<file path="config.mk">
export PLATFORM = sky130hd
export DESIGN_NAME = cam_capture
export DESIGN_NICKNAME = d
export VERILOG_FILES = /design/src/rtl/cam_capture.sv
export SDC_FILE = /design/constraint.sdc
export NUM_CORES = 1
export LEC_CHECK = 0
export ABC_AREA = 1
export BUFFER_PORTS_ARGS = -buffer_cell sky130_fd_sc_hd__buf_2
export CAP_MARGIN = 20
export CORE_AREA = 8 8 196 198
export CTS_CLUSTER_SIZE = 24
export DETAILED_ROUTE_END_ITERATION = 8
export DIE_AREA = 0 0 204 206
export GPL_TIMING_DRIVEN = 1
export SETUP_SLACK_MARGIN = 0.05
export SLEW_MARGIN = 25
export SYNTH_ARGS = -nofsm -noshare
export SYNTH_HDL_FRONTEND = slang
export SYNTH_SLANG_ARGS = --single-unit
</file>
<file path="constraint.sdc">
create_clock -name clk -period 7.2 [get_ports clk]
set_input_delay 0.36 -clock clk [delete_from_list [all_inputs] [get_ports clk]]
set_output_delay 0.36 -clock clk [all_outputs]
set_load 0.01 [all_outputs]
</file>
<file path="src/rtl/cam_capture.sv">
// cam_capture: captures one frame from a DVP-style 8-bit camera into a pixel FIFO.
//
// The camera signals (pclk, vsync, href, din) are treated as plain data and pass
// through the same two-register synchronizer so they stay aligned with each other.
// A sample event is a synchronized pclk 0->1 transition (clk must be >= 4x pclk).
// Two consecutive bytes on a line form one 16-bit pixel {first, second}.
//
// Parameters:
//   FIFO_AW       pixel FIFO address width, depth 2**FIFO_AW words
// Ports:
//   clk, rst      system clock, synchronous active-high reset
//   pclk, vsync, href, din   camera inputs (asynchronous to clk)
//   take_picture  one-cycle start pulse, honoured in IDLE or DONE
//   rd_en         pop one FIFO word; rd_data valid the cycle after
//   rd_data       popped pixel
//   empty         FIFO holds no words
//   busy          capture armed or in progress
//   done          frame complete, held until the next take_picture
//   overflow      sticky, a pixel was dropped because the FIFO was full
//   pix_count     pixels written this frame, saturating
//
// Build option:
//   CAM_CAPTURE_DECIM_EN  2:1 decimation in both directions (keep even lines,
//                         even pixels); when undefined every pixel is kept.
//
// Read/write handshake: a word is written when a pixel is formed and either the
// FIFO is not full or a pop happens in the same cycle; a pop is accepted when the
// FIFO is not empty or a write happens in the same cycle (the written word is
// then forwarded straight to rd_data).
module cam_capture #(
    parameter int FIFO_AW = 4
) (
    input  logic        clk,
    input  logic        rst,
    input  logic        pclk,
    input  logic        vsync,
    input  logic        href,
    input  logic [7:0]  din,
    input  logic        take_picture,
    input  logic        rd_en,
    output logic [15:0] rd_data,
    output logic        empty,
    output logic        busy,
    output logic        done,
    output logic        overflow,
    output logic [16:0] pix_count
);

    localparam int DEPTH = 1 << FIFO_AW;

    typedef enum logic [1:0] {IDLE, ARM, CAPTURE, DONE} state_t;

    state_t state, state_next;

    // Synchronizer pipeline, stage 1 and 2, plus the previous stage-2 value
    // for edge detection.
    logic       pclk_s1, vsync_s1, href_s1;
    logic [7:0] din_s1;
    logic       pclk_s2, vsync_s2, href_s2;
    logic [7:0] din_s2;
    logic       pclk_d, vsync_d, href_d;

    logic       sample, vsync_fall, vsync_rise, href_fall;
    logic       start, cap_entry;

    logic       phase;
    logic [7:0] hi_byte;

    logic [FIFO_AW:0] wr_ptr, rd_ptr;
    logic [15:0]      mem [DEPTH];
    logic             full;
    logic             pix_formed, pix_keep, wr_ok, rd_ok, drop;
    logic [15:0]      wr_word;

`ifdef CAM_CAPTURE_DECIM_EN
    logic line_par, pix_par;
`endif

    // ------------------------------------------------------------------
    // Synchronizer
    // ------------------------------------------------------------------
    always_ff @(posedge clk) begin
        if (rst) begin
            pclk_s1  <= 1'b0;
            vsync_s1 <= 1'b0;
            href_s1  <= 1'b0;
            din_s1   <= 8'd0;
            pclk_s2  <= 1'b0;
            vsync_s2 <= 1'b0;
            href_s2  <= 1'b0;
            din_s2   <= 8'd0;
            pclk_d   <= 1'b0;
            vsync_d  <= 1'b0;
            href_d   <= 1'b0;
        end else begin
            pclk_s1  <= pclk;
            vsync_s1 <= vsync;
            href_s1  <= href;
            din_s1   <= din;
            pclk_s2  <= pclk_s1;
            vsync_s2 <= vsync_s1;
            href_s2  <= href_s1;
            din_s2   <= din_s1;
            pclk_d   <= pclk_s2;
            vsync_d  <= vsync_s2;
            href_d   <= href_s2;
        end
    end

    assign sample     = pclk_s2 & ~pclk_d;
    assign vsync_fall = ~vsync_s2 & vsync_d;
    assign vsync_rise = vsync_s2 & ~vsync_d;
    assign href_fall  = ~href_s2 & href_d;

    // ------------------------------------------------------------------
    // Control FSM
    // ------------------------------------------------------------------
    always_ff @(posedge clk) begin
        if (rst) state <= IDLE;
        else     state <= state_next;
    end

    always_comb begin
        state_next = state;
        start      = 1'b0;
        cap_entry  = 1'b0;
        case (state)
            IDLE, DONE: begin
                if (take_picture) begin
                    state_next = ARM;
                    start      = 1'b1;
                end
            end
            ARM: begin
                if (vsync_fall) begin
                    state_next = CAPTURE;
                    cap_entry  = 1'b1;
                end
            end
            CAPTURE: begin
                if (vsync_rise) state_next = DONE;
            end
            default: state_next = IDLE;
        endcase
    end

    assign busy = (state == ARM) || (state == CAPTURE);
    assign done = (state == DONE);

    // ------------------------------------------------------------------
    // Byte pairing and optional decimation parity
    // ------------------------------------------------------------------
    assign pix_formed = (state == CAPTURE) && sample && href_s2 && phase;
    assign wr_word    = {hi_byte, din_s2};

`ifdef CAM_CAPTURE_DECIM_EN
    assign pix_keep = pix_formed && !line_par && !pix_par;
`else
    assign pix_keep = pix_formed;
`endif

    always_ff @(posedge clk) begin
        if (rst) begin
            phase   <= 1'b0;
            hi_byte <= 8'd0;
`ifdef CAM_CAPTURE_DECIM_EN
            line_par <= 1'b0;
            pix_par  <= 1'b0;
`endif
        end else if (cap_entry) begin
            phase <= 1'b0;
`ifdef CAM_CAPTURE_DECIM_EN
            line_par <= 1'b0;
            pix_par  <= 1'b0;
`endif
        end else if (href_fall) begin
            // End of line: an unpaired trailing byte is simply forgotten.
            phase <= 1'b0;
`ifdef CAM_CAPTURE_DECIM_EN
            if (state == CAPTURE) line_par <= ~line_par;
            pix_par <= 1'b0;
`endif
        end else if ((state == CAPTURE) && sample && href_s2) begin
            phase <= ~phase;
            if (!phase) hi_byte <= din_s2;
`ifdef CAM_CAPTURE_DECIM_EN
            if (phase) pix_par <= ~pix_par;
`endif
        end
    end

    // ------------------------------------------------------------------
    // Pixel FIFO
    // ------------------------------------------------------------------
    assign empty = (wr_ptr == rd_ptr);
    assign full  = (wr_ptr[FIFO_AW] != rd_ptr[FIFO_AW]) &&
                   (wr_ptr[FIFO_AW-1:0] == rd_ptr[FIFO_AW-1:0]);

    // A full FIFO is never empty, so a concurrent rd_en always frees a slot.
    assign wr_ok = pix_keep && (!full || rd_en);
    assign drop  = pix_keep && full && !rd_en;
    assign rd_ok = rd_en && (!empty || wr_ok) && !start;

    always_ff @(posedge clk) begin
        if (wr_ok) mem[wr_ptr[FIFO_AW-1:0]] <= wr_word;
    end

    always_ff @(posedge clk) begin
        if (rst) begin
            wr_ptr    <= '0;
            rd_ptr    <= '0;
            rd_data   <= 16'd0;
            overflow  <= 1'b0;
            pix_count <= 17'd0;
        end else if (start) begin
            wr_ptr    <= '0;
            rd_ptr    <= '0;
            overflow  <= 1'b0;
            pix_count <= 17'd0;
        end else begin
            if (wr_ok) begin
                wr_ptr <= wr_ptr + 1'b1;
                if (pix_count != 17'h1FFFF) pix_count <= pix_count + 17'd1;
            end
            if (rd_ok) begin
                // Empty FIFO with a write this cycle: forward the new word.
                rd_data <= empty ? wr_word : mem[rd_ptr[FIFO_AW-1:0]];
                rd_ptr  <= rd_ptr + 1'b1;
            end
            if (drop) overflow <= 1'b1;
        end
    end

endmodule

</file>
Word-level counts from Yosys, hierarchy flattened:

Memory sizes are Yosys's and may differ from the RTL's. A register that Yosys moved wholly into a read port is not among the register bits.
Cells that the tools add are included.

* bits of input ports: 15
* bits in writable memories: 256
* memories: 1
* bits in registers: 80
* word-level logic and storage cells: 82
* output and inout bits: 37

* equality and inequality tests: 10
* bitwise operators: 12
* add/sub/neg operators: 3
* reduce and logical (&&, ||, !) cells: 24
* mux-type cells: 13

Memories
* mem: depth 16, bits a word 16, read ports 1, clocked after memory_dff 1, wr ports 1, RTL line 70 `logic [15:0] mem [DEPTH];`

Operators with widths (number)
* 17-bit by 1-bit adder with 17-bit output, second input constant: 1
* 17-bit != test, second input constant: 1
* 16-bit 2-to-1 mux: 1
* 5-bit by 1-bit adder with 5-bit output, second input constant: 2
* 1-bit logical AND: 9
* 4-bit 2-to-1 mux: 2
* 1-bit NOT: 8
* 1-bit 2-to-1 mux: 6
* 2-bit 2-to-1 mux: 3
* 2-bit != test, second input constant: 3
* 2-bit one-hot mux with 3 select lines: 1
* 5-bit equality test: 1
* 1-bit bitwise AND: 4
* 2-bit equality test, second input constant: 2
* 4-bit equality test: 1
* 1-bit logical NOT: 4
* 2-bit AND reduction: 2
* 4-bit AND reduction: 1
* 2-bit OR reduction: 2
* 1-bit logical OR: 3
* 3-bit AND reduction: 1
* 3-bit OR reduction: 1
* 2-bit by 1-bit equality test with 1-bit output, second input constant: 1
* 2-bit logical NOT: 1
* 1-bit != test: 1

Logic depth before layout (Yosys ltp):

Gate-level depths: netlist of run 1.

* depth after elaboration: 11
* depth in mapped cells: 12

Worst setup path after synthesis of run 1:

No wires, ideal clock.

* kind: reg2reg
* from: register state[0]
* to: memory mem[7][0], enable pin
* period minus slack after synthesis: 2.657 ns
* slack: 4.543 ns
* arrival time: 2.248 ns
* stages on the path, launching flop included: 10
* buffers on the path: 1
* library setup time: 0.409 ns
* cells stage by stage: dfxtp_1 inv_1 ha_1 nand2_1 inv_1 nand3_1 inv_1 nand2_2 buf_6 nor3_1

* longest elaborated chain between the ends: 7

RTL lines
* from (decl): RTL line 53 `state_t state, state_next;`
* from (signal assigned): RTL line 120 `else state <= state_next;`
* 2-bit equality test: RTL line 153 `assign pix_formed = (state == CAPTURE) && sample && href_s2 && phase;`
* 1-bit logical AND (3 in series): RTL line 153
* 1-bit logical AND: RTL line 200 `assign wr_ok = pix_keep && (!full || rd_en);`
* 1-bit 2-to-1 mux: RTL line 205 `if (wr_ok) mem[wr_ptr[FIFO_AW-1:0]] <= wr_word;`
* 1-bit 2-to-1 mux (not written as such): RTL line 205
* to (decl): RTL line 70

Every way passes these cells.

Worst setup path after layout of run 1:

* from: register state[0]
* to: memory mem[1][5], enable pin

The elaborated chain is that of the path after synthesis.

==> results.md, run 1 <==
- The share of synthesized registers carrying an async set or reset is 0%.
- Max-cap violations in this run came to 0.
- The maximum number of pins on one net before global-route repair is between 100 and 150.
- The count of buffers added on input and output ports is between 50 and 60.
- The via count of the first global-routing pass is 8,982.
- Headroom to the max-slew limit came out at 29.5%.
- In this run the deepest clock path goes through 3 buffers.
- The tree is rooted in a sky130_fd_sc_hd__clkbuf_16.
- Cells with a size suffix above 1 make up around an eighth of the layout.
- The first detailed-routing pass took 5 iterations.
- Sequential elements use between 60% and 70% of the synthesized area.
- The final total negative setup slack is 0 ps.
- The remaining antenna violation count after routing is 0.
- Setup repair after global routing left no endpoint under its margin.
- After clock tree synthesis, the flow added hold-fix buffers numbering 0.
- The post-route DRC violation count is 0.
- Static timing analysis puts the maximum clock frequency at approximately 350 MHz.
- The net count after synthesis is 1,359.
- The area added between synthesis and finish is 14.5%.
- The final max-slew violation count is 0.
- The flow ran to the end, and the final reports show no timing, DRC or antenna violations.
- The first-pass GRT wire length is 52.5 mm.
- The cell area after layout is between 0.015 and 0.02 mm2.
- The final setup skew is 27.9 ps.
- The biggest fanout along the worst timing path is 16.
- The clock slew seen by the registers of the worst setup and hold paths is 60 ps.
- Setup violations remaining at the end of the flow were counted as 0.
- The number of synthesized flops with an enable pin is around 260.
- For the worst-skew pair, the clock arrives at the later sink with an insertion delay of 520 ps.
- The final-report hold violation count is 0.
- In the layout the commonest cells are 299 x sky130_fd_sc_hd__nor2_1, 256 x sky130_fd_sc_hd__edfxtp_1, 190 x sky130_fd_sc_hd__nand2_1, 127 x sky130_fd_sc_hd__nand3_1, 124 x sky130_fd_sc_hd__o21ai_0.
- The initial core utilization is roughly two fifths.
- Per report_power, the sequential group accounts for 50.1% of the total.
- Counting flops and latches in the post-synthesis netlist gives 340.
- Counting distinct cell types in the post-synthesis netlist gives 30.
- The cell area after technology mapping is 0.0139 mm2.
- The initial antenna violation count was 0.
- The number of gates resized after CTS is 0.
- Dividing the synthesized area by the synthesized cell count gives 10.4 um2.
- The internal power contribution is 3.39 mW.
- The proportion of total power due to net switching is 19.8%.
- TritonCTS created 36 clock buffers.
- For the pin with the worst max-slew slack, the measured transition is 1060 ps.
- The weighted congestion reported at the end of routability-driven placement is between 0.7 and 0.8.
- CTS built an H-tree with a depth of 2.
- The power density over cell area is 266 mW/mm2.
- VDD sags by at most ~0.17 mV.
- The core area is 0.0352 mm2.
- During synthesis, Yosys emitted a total of 0 warnings.
- The chip width is just over 200 um.
- The final route contains 9,386 vias.
- The most used flip-flop cell after synthesis is sky130_fd_sc_hd__edfxtp_1.
- The multi-input combinational cells in the finished layout cover a total of just under 0.004 mm2.
- Summing all flip-flop and latch instances after layout gives 0.00938 mm2.
- The repair_antennas step left the layout with diodes totalling 0.
- STA classifies the critical path startpoint as a register.
- Dividing the detail-routed via count by the number of cells gives 5.05.
- The CTS tree is done.
- The worst endpoint data arrival time is 2960 ps.
- The required time at the worst-slack endpoint is 7340 ps.
- The layout net count is ~1,400.
- The post-place instance area is 0.0145 mm2.
- The kind of end point of the critical path is a register.
- The most common cell after layout, fill and taps aside is sky130_fd_sc_hd__nor2_1.
- The clock power share is 47.5%.
- The core occupancy in the finished layout is 45.1%.
- Global routing consumed, over all layers together, between 10% and 20% of the routing resources.
- The clock period minus worst slack is 2820 ps.
- After layout, the worst path uses 39.2% of the clock period.
- The die footprint is 0.0420 mm2.
- The relative contribution of combinational cells to total power is under 10%.
- The clock drives 340 sinks.
- The detailed-route wire length per cell is 18.3 um.
- The kind of path behind the tightest hold check is primary input to register.
- The number of ports placed on the die boundary is 52.
- For this design the static power due to leakage is 5.62 nW.
- The total detailed-routing wirelength is 34.0 mm.
- After clock tree synthesis, the setup repair step added 0 buffers.
- The HPWL after detailed placement is between 20 and 25 mm.
- After floorplanning, the core was divided into 69 placement rows.
- For this run the aggregate overflow at the end of global routing stands at 0.
- The overall die height is 206 um.
- The number of instances in the synthesized netlist is approximately 1,300.
- The layout has around 3,300 filler cells.
- The switching component of the power is ~0.84 mW.
- The type of the setup path with the least slack is register to register.
- For this block, the initial DRC count from the detailed router was 876.
cells in the mapped netlist, types with 4 or more instances:
| master | instances | area (um2) |
|---|---|---|
| sky130_fd_sc_hd__buf_6 | 6 | 67.6 |
| sky130_fd_sc_hd__o21ai_0 | 124 | 621 |
| sky130_fd_sc_hd__a21oi_1 | 57 | 285 |
| sky130_fd_sc_hd__nor3_1 | 7 | 35.0 |
| sky130_fd_sc_hd__buf_2 | 24 | 120 |
| sky130_fd_sc_hd__dfxtp_1 | 84 | 1680 |
| sky130_fd_sc_hd__nand2_1 | 190 | 713 |
| sky130_fd_sc_hd__nand3_1 | 127 | 636 |
| sky130_fd_sc_hd__xor2_1 | 10 | 87.6 |
| sky130_fd_sc_hd__edfxtp_1 | 256 | 7690 |
| sky130_fd_sc_hd__ha_1 | 11 | 138 |
| sky130_fd_sc_hd__clkbuf_1 | 31 | 116 |
| sky130_fd_sc_hd__inv_2 | 6 | 22.5 |
| sky130_fd_sc_hd__nor2_1 | 314 | 1180 |
| sky130_fd_sc_hd__xnor2_1 | 4 | 35.0 |
| sky130_fd_sc_hd__inv_1 | 54 | 203 |
| sky130_fd_sc_hd__buf_1 | 9 | 33.8 |
| sky130_fd_sc_hd__nand4_1 | 4 | 25.0 |
final cells by class:
class,instances,share of cell area (%)
Clock buffer,48,6.95
Clock inverter,18,1.39
Inverter,60,1.42
Multi-Input combinational cell,863,25.0
Sequential cell,340,59.1
Tap cell,461,3.63
Timing Repair Buffer,67,2.51
registers in the layout, summed over array words and instances, names as in the netlist, 2 cells and up, named ones only:
register and cells:
din_s1 8, rd_data 16, pix_count 17, mem 256
wr_ptr 5, din_s2 8, rd_ptr 5, hi_byte 8
state 2
per-stage QoR:
| stage | power [mW] | hold WS (ps) | cells | worst slack, ps |
|---|---|---|---|---|
| 4_1_cts | 4.27 | 21.7 | 1857 | 4320 |
| 3_3_place_gp | 2.26 | 390 | 1790 | 4390 |
| 2_1_floorplan | 2.23 | 388 | 1333 | 4540 |
| 3_5_place_dp | 2.27 | 393 | 1791 | 4340 |
| 5_1_grt | 4.34 | 25.3 | 1857 | 4160 |
| 6_report | 4.23 | 34.1 | 1857 | 4380 |
worst paths after layout:
kind             start        end  slack, ps  cells past startpoint
min reg2reg  din_s1[5]  din_s2[5]        400                      2
min             din[2]  din_s1[2]         30                      3
max reg2reg   state[0]  mem[1][5]       4380                     10
max           state[0]  mem[1][5]       4380                     10
power groups by stage:
stage / Clock (mW) / Combinational [mW] / Sequential (mW)
6_report: 2.01 / 0.103 / 2.12
2_1_floorplan: 0 / 0.0728 / 2.15
5_1_grt: 2.10 / 0.120 / 2.12
3_5_place_dp: 0 / 0.104 / 2.16
3_3_place_gp: 0 / 0.103 / 2.16
4_1_cts: 2.04 / 0.105 / 2.12
layer usage:
| metal | global-route usage [%] | routed length, um | up-vias |
|---|---|---|---|
| met1 | 21.6 | 15200 | 4491 |
| met5 | 0 | 0 | - |
| li1 | - | - | 4589 |
| met2 | 26.1 | 16000 | 267 |
| met4 | 4.29 | 671 | 0 |
| met3 | 2.87 | 2060 | 39 |
kinds of logic after synthesis:
logic type / after synthesis / synth area share, %
adder cells (fa/ha/maj): 11 / 0.993
AND/OR/NAND/NOR: 656 / 19.8
flip-flops: 340 / 67.6
buffers and inverters: 130 / 4.06
AO/OA/AOI/OAI: 181 / 6.54
XOR/XNOR: 15 / 1.00
critical path, stage by stage (launching register included):
cell,delay (ps)
sky130_fd_sc_hd__dfxtp_1,350
sky130_fd_sc_hd__inv_1,70
sky130_fd_sc_hd__ha_1,150
sky130_fd_sc_hd__nand2_1,60
sky130_fd_sc_hd__inv_1,90
sky130_fd_sc_hd__nand3_1,170
sky130_fd_sc_hd__inv_1,140
sky130_fd_sc_hd__nand2_2,190
sky130_fd_sc_hd__inv_2,210
sky130_fd_sc_hd__nand2_1,240
sky130_fd_sc_hd__nor2_2,780
Power figures use the tool's default switching activity.
==> run 2: changes to the inputs <==
Clock period 7.2 ns to 2.75 ns, I/O delays scaled along.
==> run 2 against run 1 <==
  * Clock power rose by 130%
  * Global-route usage is 0.33 points higher
  * Final cell count increased by 2.0%
  * Final area grew 1.1%
  * Sequential cell count did not move
  * Register-to-register slack worse by 3900 ps
  * Total power rose by 150%
  * Critical path depth unchanged
  * Combinational power increased to 2.8 times the previous value
  * Critical path type unchanged
  * Highest routed layer unchanged
==> results.md, run 2 (synthesis results as in run 1) <==
- Result of the run: finished, final reports clean (unchanged).
- The type of the setup path with the least slack is register to register (unchanged).
- The required time at the worst-slack endpoint came to 3170 ps (was 7340 ps).
- The deepest level of the CTS H-tree is 2 (unchanged).
- The number of gates resized after CTS is 0 (unchanged).
- The number of detailed-route iterations in the first pass was 5 (unchanged).
- The highest-delay cell along the critical path is sky130_fd_sc_hd__dfxtp_1 (was sky130_fd_sc_hd__nor2_2).
- The worst-case setup slack after placement is 448 ps (was 4340 ps).
- The clock slew seen by the registers of the worst setup and hold paths was 50 ps (was 60 ps).
- The area added between synthesis and finish is 15.8% (was 14.5%).
- The clock period minus worst slack is 2290 ps (was 2820 ps).
- The overall die height came to 206 um (unchanged).
- The die footprint is 0.0420 mm2 (unchanged).
- The layout net count is 1,433 (was 1,394).
- The cell area after layout is 0.0160 mm2 (was 0.0159 mm2).
- The transition time at the pin with the least slew margin is 782 ps (was 1060 ps).
- The CTS tree was done (unchanged).
- The power density over cell area is 651 mW/mm2 (was 266 mW/mm2).
- The leakage power of the design was 5.73 nW (was 5.62 nW).
- The initial core utilization is 39.4% (unchanged).
- The most common cell after layout, fill and taps aside is sky130_fd_sc_hd__nor2_1 (unchanged).
- The worst endpoint data arrival time is 2710 ps (was 2960 ps).
- The kind of path behind the tightest hold check is primary input to register (unchanged).
- The worst stage delay on the critical path is 400 ps (was 780 ps).
- Most used cells in the layout excluding fill and tap cells: 299 x sky130_fd_sc_hd__nor2_1, 256 x sky130_fd_sc_hd__edfxtp_1, 190 x sky130_fd_sc_hd__nand2_1, 127 x sky130_fd_sc_hd__nand3_1, 124 x sky130_fd_sc_hd__o21ai_0 (unchanged).
- The max-slew headroom at the worst pin is 47.8% (was 29.5%).
- The most used cell along the critical path is sky130_fd_sc_hd__nand2_1 (was sky130_fd_sc_hd__inv_1).
- The clock network latency to the later pin of the worst-skew pair is 530 ps (was 520 ps).
- The number of clock sinks is 340 (unchanged).
- The share of final-layout standard cells stronger than drive strength 1 was 12.5% (was 11.7%).
- The biggest fanout along the worst timing path is 18 (was 16).
- The count of vias placed by the detailed router is 9,544 (was 9,386).
- The kind of end point of the critical path is a register (unchanged).
- The remaining antenna violation count after routing came to 0 (unchanged).
- The port buffer count is 51 (unchanged).
- The worst voltage drop across the vdd grid is 0.563 mV (was 0.168 mV).
- The root cell of the clock tree is sky130_fd_sc_hd__clkbuf_16 (unchanged).
- The startpoint type of the worst setup path is a register (unchanged).
- The maximum number of pins on one net before global-route repair was 92 (was 120).
- The top cell family by delay on the critical path is simple AND/OR/NAND/NOR gates (unchanged).
- The antenna diode count was 0 (unchanged).
- The detailed-route wire length per cell is 18.2 um (was 18.3 um).
- The final-report hold violation count was 0 (unchanged).
- The HPWL reported at the end of detailed placement is 20.6 mm (was 20.5 mm).
- The chip width is 204 um (unchanged).
- The maximum count of clock buffers along a single path is 3 (unchanged).
- The iteration-0 DRC count of the detailed router was 818 (was 876).
- The fmax is 436 MHz (was 354 MHz).
- The clock buffer count from CTS came to 35 (was 36).
- The number of inserted filler cells in the final layout came to 3,344 (was 3,325).
- The via count of the first global-routing pass is 9,285 (was 8,982).
- The final setup skew is 28.3 ps (was 27.9 ps).
- The weighted congestion reported at the end of routability-driven placement is 0.841 (was 0.797).
- The final total negative setup slack is 0 ps (unchanged).
- The flip-flop count of the largest register after layout is 256 (unchanged).
- The part of the cycle the worst path needs is 83.4% (was 39.2%).
- The first-pass GRT wire length was 53.9 mm (was 52.5 mm).
- The total of endpoints with negative setup slack in the final report came to 0 (unchanged).
- The number of ports placed on the die boundary was 52 (unchanged).
- The initial antenna violation count is 0 (unchanged).
- Crit-path cells: ha_1 -> nand2_1 -> nor3_1 -> nand2_1 -> nor4_1 -> ha_1 -> inv_1 -> nand2_8 -> nand2_1 -> a21oi_1 (was inv_1 -> ha_1 -> nand2_1 -> inv_1 -> nand3_1 -> inv_1 -> nand2_2 -> inv_2 -> nand2_1 -> nor2_2).
- RSZ-0062 raised after global routing: no (unchanged).
- The core area is 0.0352 mm2 (unchanged).
- The worst-case setup margin in the final layout was 457 ps (was 4380 ps).
- The cell row count was 69 (unchanged).
- The total detailed-routing wirelength came to 34.4 mm (was 34.0 mm).
- The total global routing track utilization was 16.3% (was 16.0%).
- The post-place instance area was 0.0148 mm2 (was 0.0145 mm2).
- The total grt overflow is 0 (unchanged).
- The detailed-route vias per instance is 5.04 (was 5.05).
- The number of max-cap violations is 0 (unchanged).
- The number of buffers and inverters on the critical path is 1 (was 4).
- The core occupancy in the finished layout is 45.5% (was 45.1%).
- The post-route DRC violation count is 0 (unchanged).
- The final max-slew violation count came to 0 (unchanged).
## run 2: changes by cell type in the layout (fill, tap and decap cells not counted), sizes merged
cell | previous run | this run
dlygate4sd3 | 0 | 12
buf | 67 | 95
bufinv | 5 | 2
inv | 62 | 60
clkbuf | 48 | 52
clkinvlp | 2 | 0
## run 2: what timing repair did
action,4_1_cts,5_1_grt
setup buffers,0,0
hold endpoints to repair,12,0
hold buffers,12,0
setup endpoints to repair,0,0
## run 2: worst reg2reg max path: cells and delay by family, from the launching register on
family | cells | cell delay, ps
simple gates | 6 | 1000
fa+ha+maj | 2 | 520
flops | 1 | 400
compound gates | 1 | 150
buf+inv | 1 | 140
## run 2: cell type report
class	instances	area [um2]	share of cell area [%]
sequential	340	9370	58.4
multi-input combinational	863	3970	24.8
clock buffer	52	991	6.18
timing repair buffer	107	781	4.87
tap	461	577	3.60
inverter	60	225	1.40
clock inverter	11	125	0.780
## run 2: layer usage
layer	track usage [%]	vias up	part of all wire [%]
met4	4.63	0	2.1
met1	21.7	4605	45
li1	-	4667	-
met3	2.29	41	4.6
met2	27.5	231	48
met5	0	-	0
## run 2: final timing paths
kind                              startpoint             to  slack (ps)  cells after the start
worst min register to register       href_s1        href_s2         400                      2
worst max-delay path            pix_count[0]  pix_count[15]         460                     10
worst max register to register  pix_count[0]  pix_count[15]         460                     10
worst min-delay path            take_picture       state[1]          30                      4
## run 2: metrics by stage
stage | power (mW) | std cells | hold WS [ps]
6_report | 10.5 | 1894 | 29.6
5_1_grt | 10.8 | 1894 | 38.1
4_1_cts | 10.6 | 1894 | 22.0
3_5_place_dp | 5.93 | 1819 | 344
3_3_place_gp | 5.92 | 1819 | 338
2_1_floorplan | 5.83 | 1333 | 244
## run 2: where the power goes
part / internal [mW] / switching, mW
Sequential: 5.50 / 0.0437
Clock: 2.70 / 1.92
Combinational: 0.103 / 0.187
